--- src/rtl/pwr_mode_seq.sv ---
`default_nettype none
// ----------------------------------------------------------------------------
// pwr_mode_seq : power-mode sequencer (DVS, isolation, retention, power gating)
// Optional idle-driven low-power entry: define PWR_SEQ_AUTO_IDLE_EN.
// Revision: 1.0
// ----------------------------------------------------------------------------
module pwr_mode_seq #(
  parameter int SAVE_CYCLES = 2,
  parameter int WAKE_CYCLES = 8,
  parameter int IDLE_THRESH = 64
) (
  input  logic       clk,
  input  logic       reset,
  input  logic       lp_req,
  input  logic       sleep_req,
  input  logic       wake_req,
  input  logic       data_valid,
  output logic       low_power_mode,
  output logic       pg_enable,
  output logic       iso_en,
  output logic       save_en,
  output logic       restore_en,
  output logic       sleep_ack,
  output logic       wake_done,
  output logic [2:0] state_o
);

  localparam logic [2:0] ST_ACTIVE  = 3'd0;
  localparam logic [2:0] ST_LOWPWR  = 3'd1;
  localparam logic [2:0] ST_ISO     = 3'd2;
  localparam logic [2:0] ST_SAVE    = 3'd3;
  localparam logic [2:0] ST_GATED   = 3'd4;
  localparam logic [2:0] ST_PWRUP   = 3'd5;
  localparam logic [2:0] ST_RESTORE = 3'd6;
  localparam logic [2:0] ST_DEISO   = 3'd7;

  localparam int CNT_MAX = (SAVE_CYCLES > WAKE_CYCLES) ? SAVE_CYCLES : WAKE_CYCLES;
  localparam int CNT_W   = $clog2(CNT_MAX + 1);
  localparam logic [CNT_W-1:0] SAVE_LOAD = CNT_W'(SAVE_CYCLES - 1);
  localparam logic [CNT_W-1:0] WAKE_LOAD = CNT_W'(WAKE_CYCLES - 1);

  logic [2:0]       state_q, state_d;
  logic [CNT_W-1:0] cnt_q, cnt_d;
  logic             low_power_mode_q, low_power_mode_d;
  logic             pg_enable_q, pg_enable_d;
  logic             iso_en_q, iso_en_d;
  logic             save_en_q, save_en_d;
  logic             restore_en_q, restore_en_d;
  logic             sleep_ack_q, sleep_ack_d;
  logic             wake_done_q, wake_done_d;
  logic             idle_hit;
  logic             lp_exit;

`ifdef PWR_SEQ_AUTO_IDLE_EN
  localparam logic [15:0] IDLE_LAST = 16'(IDLE_THRESH - 1);

  logic [15:0] idle_cnt_q, idle_cnt_d;
  logic        auto_lp_q, auto_lp_d;

  assign idle_hit = (state_q == ST_ACTIVE) && !data_valid && (idle_cnt_q == IDLE_LAST);
  // An idle-entered LOWPWR is left only on renewed filter activity.
  assign lp_exit  = auto_lp_q ? data_valid : !lp_req;

  always_comb begin
    idle_cnt_d = '0;
    auto_lp_d  = auto_lp_q;
    if (state_q == ST_ACTIVE && state_d == ST_ACTIVE && !data_valid)
      idle_cnt_d = idle_cnt_q + 16'd1;
    if (state_q == ST_ACTIVE && state_d == ST_LOWPWR)
      auto_lp_d = !lp_req;
    else if (state_d != ST_LOWPWR)
      auto_lp_d = 1'b0;
  end

  always_ff @(posedge clk or posedge reset) begin
    if (reset) begin
      idle_cnt_q <= '0;
      auto_lp_q  <= 1'b0;
    end else begin
      idle_cnt_q <= idle_cnt_d;
      auto_lp_q  <= auto_lp_d;
    end
  end
`else
  logic unused_idle_cfg;
  assign unused_idle_cfg = data_valid ^ (IDLE_THRESH == 0);
  assign idle_hit        = 1'b0;
  assign lp_exit         = !lp_req;
`endif

  // State, counter and registered outputs
  always_ff @(posedge clk or posedge reset) begin
    if (reset) begin
      state_q          <= ST_ACTIVE;
      cnt_q            <= '0;
      low_power_mode_q <= 1'b0;
      pg_enable_q      <= 1'b0;
      iso_en_q         <= 1'b0;
      save_en_q        <= 1'b0;
      restore_en_q     <= 1'b0;
      sleep_ack_q      <= 1'b0;
      wake_done_q      <= 1'b0;
    end else begin
      state_q          <= state_d;
      cnt_q            <= cnt_d;
      low_power_mode_q <= low_power_mode_d;
      pg_enable_q      <= pg_enable_d;
      iso_en_q         <= iso_en_d;
      save_en_q        <= save_en_d;
      restore_en_q     <= restore_en_d;
      sleep_ack_q      <= sleep_ack_d;
      wake_done_q      <= wake_done_d;
    end
  end

  always_comb begin
    state_d = state_q;
    cnt_d   = cnt_q;
    case (state_q)
      ST_ACTIVE: begin
        if (sleep_req)
          state_d = ST_ISO;
        else if (lp_req || idle_hit)
          state_d = ST_LOWPWR;
      end
      ST_LOWPWR: begin
        if (sleep_req)
          state_d = ST_ISO;
        else if (lp_exit)
          state_d = ST_ACTIVE;
      end
      ST_ISO: begin
        state_d = ST_SAVE;
        cnt_d   = SAVE_LOAD;
      end
      ST_SAVE: begin
        if (cnt_q == '0)
          state_d = ST_GATED;
        else
          cnt_d = cnt_q - 1'b1;
      end
      ST_GATED: begin
        if (wake_req) begin
          state_d = ST_PWRUP;
          cnt_d   = WAKE_LOAD;
        end
      end
      ST_PWRUP: begin
        if (cnt_q == '0)
          state_d = ST_RESTORE;
        else
          cnt_d = cnt_q - 1'b1;
      end
      ST_RESTORE: state_d = ST_DEISO;
      ST_DEISO:   state_d = ST_ACTIVE;
      default:    state_d = ST_ACTIVE;
    endcase
  end

  // Outputs are decoded from the next state so each lands in a flop.
  always_comb begin
    low_power_mode_d = (state_d == ST_LOWPWR);
    pg_enable_d      = (state_d == ST_GATED);
    save_en_d        = (state_d == ST_SAVE);
    restore_en_d     = (state_d == ST_RESTORE);
    iso_en_d         = (state_d == ST_ISO)   || (state_d == ST_SAVE) ||
                       (state_d == ST_GATED) || (state_d == ST_PWRUP) ||
                       (state_d == ST_RESTORE);
    sleep_ack_d      = (state_d == ST_GATED) && (state_q != ST_GATED);
    wake_done_d      = (state_d == ST_ACTIVE) && (state_q == ST_DEISO);
  end

  assign low_power_mode = low_power_mode_q;
  assign pg_enable      = pg_enable_q;
  assign iso_en         = iso_en_q;
  assign save_en        = save_en_q;
  assign restore_en     = restore_en_q;
  assign sleep_ack      = sleep_ack_q;
  assign wake_done      = wake_done_q;
  assign state_o        = state_q;

endmodule
`default_nettype wire

--- config.mk ---
export PLATFORM = sky130hd
export DESIGN_NAME = pwr_mode_seq
export DESIGN_NICKNAME = d
export VERILOG_FILES = /design/src/rtl/pwr_mode_seq.sv
export SDC_FILE = /design/constraint.sdc
export NUM_CORES = 1
export LEC_CHECK = 0
export CORE_MARGIN = 10
export CORE_UTILIZATION = 47
export DETAILED_ROUTE_END_ITERATION = 8
export PLACE_DENSITY = 0.75
export SLEW_MARGIN = 10
export SYNTH_ARGS = -nofsm -noshare
export SYNTH_HDL_FRONTEND = slang
export SYNTH_SLANG_ARGS = --single-unit
--- constraint.sdc ---
create_clock -name clk -period 1.7 [get_ports clk]
set_input_delay 0.34 -clock clk [delete_from_list [all_inputs] [get_ports clk]]
set_output_delay 0.34 -clock clk [all_outputs]
set_load 0.005 [all_outputs]
==> results.sh <==
export IMPL_tightestPinTransition_ns=0.510
export IMPL_grt_max_degree=15
export IMPL_synthFlopType="dfrtp_1"
export IMPL_cp_top_family="buffers and inverters"
export IMPL_fin_nets=95
export IMPL_startpoint_type="flop"
export IMPL_netlist_area_sq_um=706
export IMPL_cts_max_level=1
export IMPL_layout_setup_ws_ns=0.101
export IMPL_rrSetupSlack_ns=0.16
export IMPL_portBuffers=14
export IMPL_max_slew_margin_pct=65.9
export IMPL_place_inst=97
export IMPL_final_util_pct=69.1
export IMPL_place_hpwl_um=1050
export IMPL_rsz0062_at_grt="false"
export IMPL_root_buffer="clkbuf_4"
export IMPL_tns_ns=0
export IMPL_finalNonFillerCells=102
export IMPL_wl_per_cell_um=13.3
export IMPL_drv_slew=0
export IMPL_antenna_left=0
export IMPL_numCtsBuffers=3
export IMPL_clk_pin_slew_worst_paths_ns=0.08
export IMPL_crit_arrival_ns=1.26
export IMPL_clock_skew_ns=0.00419
export IMPL_layout_drive_gt1_share_pct=27.6
export IMPL_rows=13
export IMPL_worstPathCellList="clkdlybuf4s50_1"
export IMPL_hp_class="in2async"
export IMPL_peakVddDrop_mv=1.04
export IMPL_ys_seq_elements=14
export IMPL_finalHoldViolCount=0
export IMPL_avgSynthCellArea_sq_um=10.5
export IMPL_drc_errors=0
export IMPL_wirelength_um=1360
export IMPL_cp_end_kind="output pin"
export IMPL_setup_viol=0
export IMPL_synthCells=67
export IMPL_fmax_mhz=625
export IMPL_post_route_min_period_ns=1.60
export IMPL_period_share_pct=94.1
export IMPL_final_common_cell="clkdlybuf4s50_1"
export IMPL_fillers=100
export IMPL_io_pins=16
export IMPL_yosysWarnings=0
export IMPL_fin_total_pwr_mw=1.74
export IMPL_clock_latency_ns=0.29
export IMPL_first_global_vias=567
export IMPL_syn_nets=74
export IMPL_synth_async_reset_ratio_pct=100
export IMPL_drv_cap=0
export IMPL_die_y_um=58.8
export IMPL_gp_congestion=0.792
export IMPL_p_leak_nw=0.412
export IMPL_gr_total_overflow=0
export IMPL_clockBufferDepth=2
export IMPL_antenna_cells=0
export IMPL_antenna_found_initial=0
export IMPL_die_area_sq_um=3450
export IMPL_cts_tree="done"
export IMPL_crit_path_max_incr_delay_ns=0.53
export IMPL_drtIter0Drc=4
export IMPL_die_w_um=58.8
export IMPL_synth_cell_types=33
export IMPL_clkSinkCount=14
export IMPL_vias=549
export IMPL_global_route_usage_total_pct=8.85
export IMPL_path_class="reg2out"
export IMPL_start_util_pct=52.3
export IMPL_mostFrequentLayoutCells="clkdlybuf4s50_1 (14), dfrtp_1 (11), a21oi_1 (6)"
export IMPL_required_ns=1.36
export IMPL_layout_area_overhead_vs_synth_pct=32.3
export IMPL_drtPass1Iterations=4
export IMPL_vias_per_cell=5.38
export IMPL_status="finished clean"
export IMPL_pre_cts_ws_ns=0.0903
export IMPL_slowest_stage="clkdlybuf4s50_1"
export IMPL_synth_edff_count=0
export IMPL_grt_pass1_wl_um=2380
export IMPL_worst_path_buf_inv=1
export IMPL_critPathMaxFanout=9
export IMPL_yosysSeqAreaShare_pct=49.6
export IMPL_core_region_area_sq_um=1350
export IMPL_power_density_nw_per_um2=1860
cell type report:
cell class                 instances  area (sq um)  area share [%]
timing repair buffer              19           178            19.0
clock buffer                       4          36.3            3.89
tap                               15          18.8            2.01
inverter                           3          11.3            1.21
multi-input combinational         47           335            35.9
sequential                        14           354            37.9
Yosys cell counts (2+ instances only):
cell type	count	area share, %
nor2_1	4	2.1
dfrtp_1	14	50
nor2b_1	3	2.7
nand2b_1	2	1.8
inv_1	3	1.6
buf_2	3	2.1
nor2_2	2	1.8
nand2_1	5	2.7
nor3_1	2	1.4
a21oi_1	6	4.3
worst paths after layout:
check / from / end / cells past startpoint
min in group clk: cnt_q[0] / cnt_q[0] / 1
min: reset / restore_en / 2
max: state_o[0] / state_o[0] / 1
max reg2reg: cnt_q[0] / cnt_q[1] / 6
min reg2reg: cnt_q[0] / cnt_q[0] / 1
max in group asynchronous: reset / state_o[0] / 2
stage by stage:
step	hold WS (ns)	area, sq um
after floorplan	0.229	706
after global placement	0.513	880
after detailed placement	0.510	880
after CTS	0.391	917
after global routing	0.427	933
final	0.374	933
cell families (layout without fill, tap and decap cells):
kind of cell,Yosys count,after routing,share of synthesized area (%)
adders and majority gates,1,1,1.77
AOI/OAI and AO/OA,18,18,17.2
muxes,1,1,2.13
DFF,14,14,49.6
and+or+nand+nor,27,27,25.5
buffers and inverters,6,26,3.72
registers in the layout, indices dropped and copies added, names as in the netlist:
signal and count:
sleep_ack 1, wake_done 1, pg_enable 1, state_o 3, cnt_q 4, iso_en 1
restore_en 1, low_power_mode 1, save_en 1
power breakdown:
part / total (mW) / switching [mW] / internal (mW) / leakage (nW)
Combinational: 0.917 / 0.416 / 0.501 / 0.218
Clock: 0.241 / 0.110 / 0.131 / 0.0210
Sequential: 0.582 / 0.121 / 0.462 / 0.172
Total: 1.74 / 0.647 / 1.09 / 0.412
per-layer routing:
metal	wire length, um	vias up	global-route usage [%]	share of wire [%]
met5	0	-	0	0
met4	17	0	3.93	1.3
met2	610	14	13.1	45
met1	593	259	9.57	44
met3	135	3	6.01	10
li1	-	273	-	-
repair_timing:
item,in CTS,in global routing
hold buffers,0,0
setup buffers,0,1
cloned,0,0
resized for setup,1,3
setup endpoints to repair,1,4
pin swaps,0,0
No activity file was read; power rests on OpenSTA's default activity.
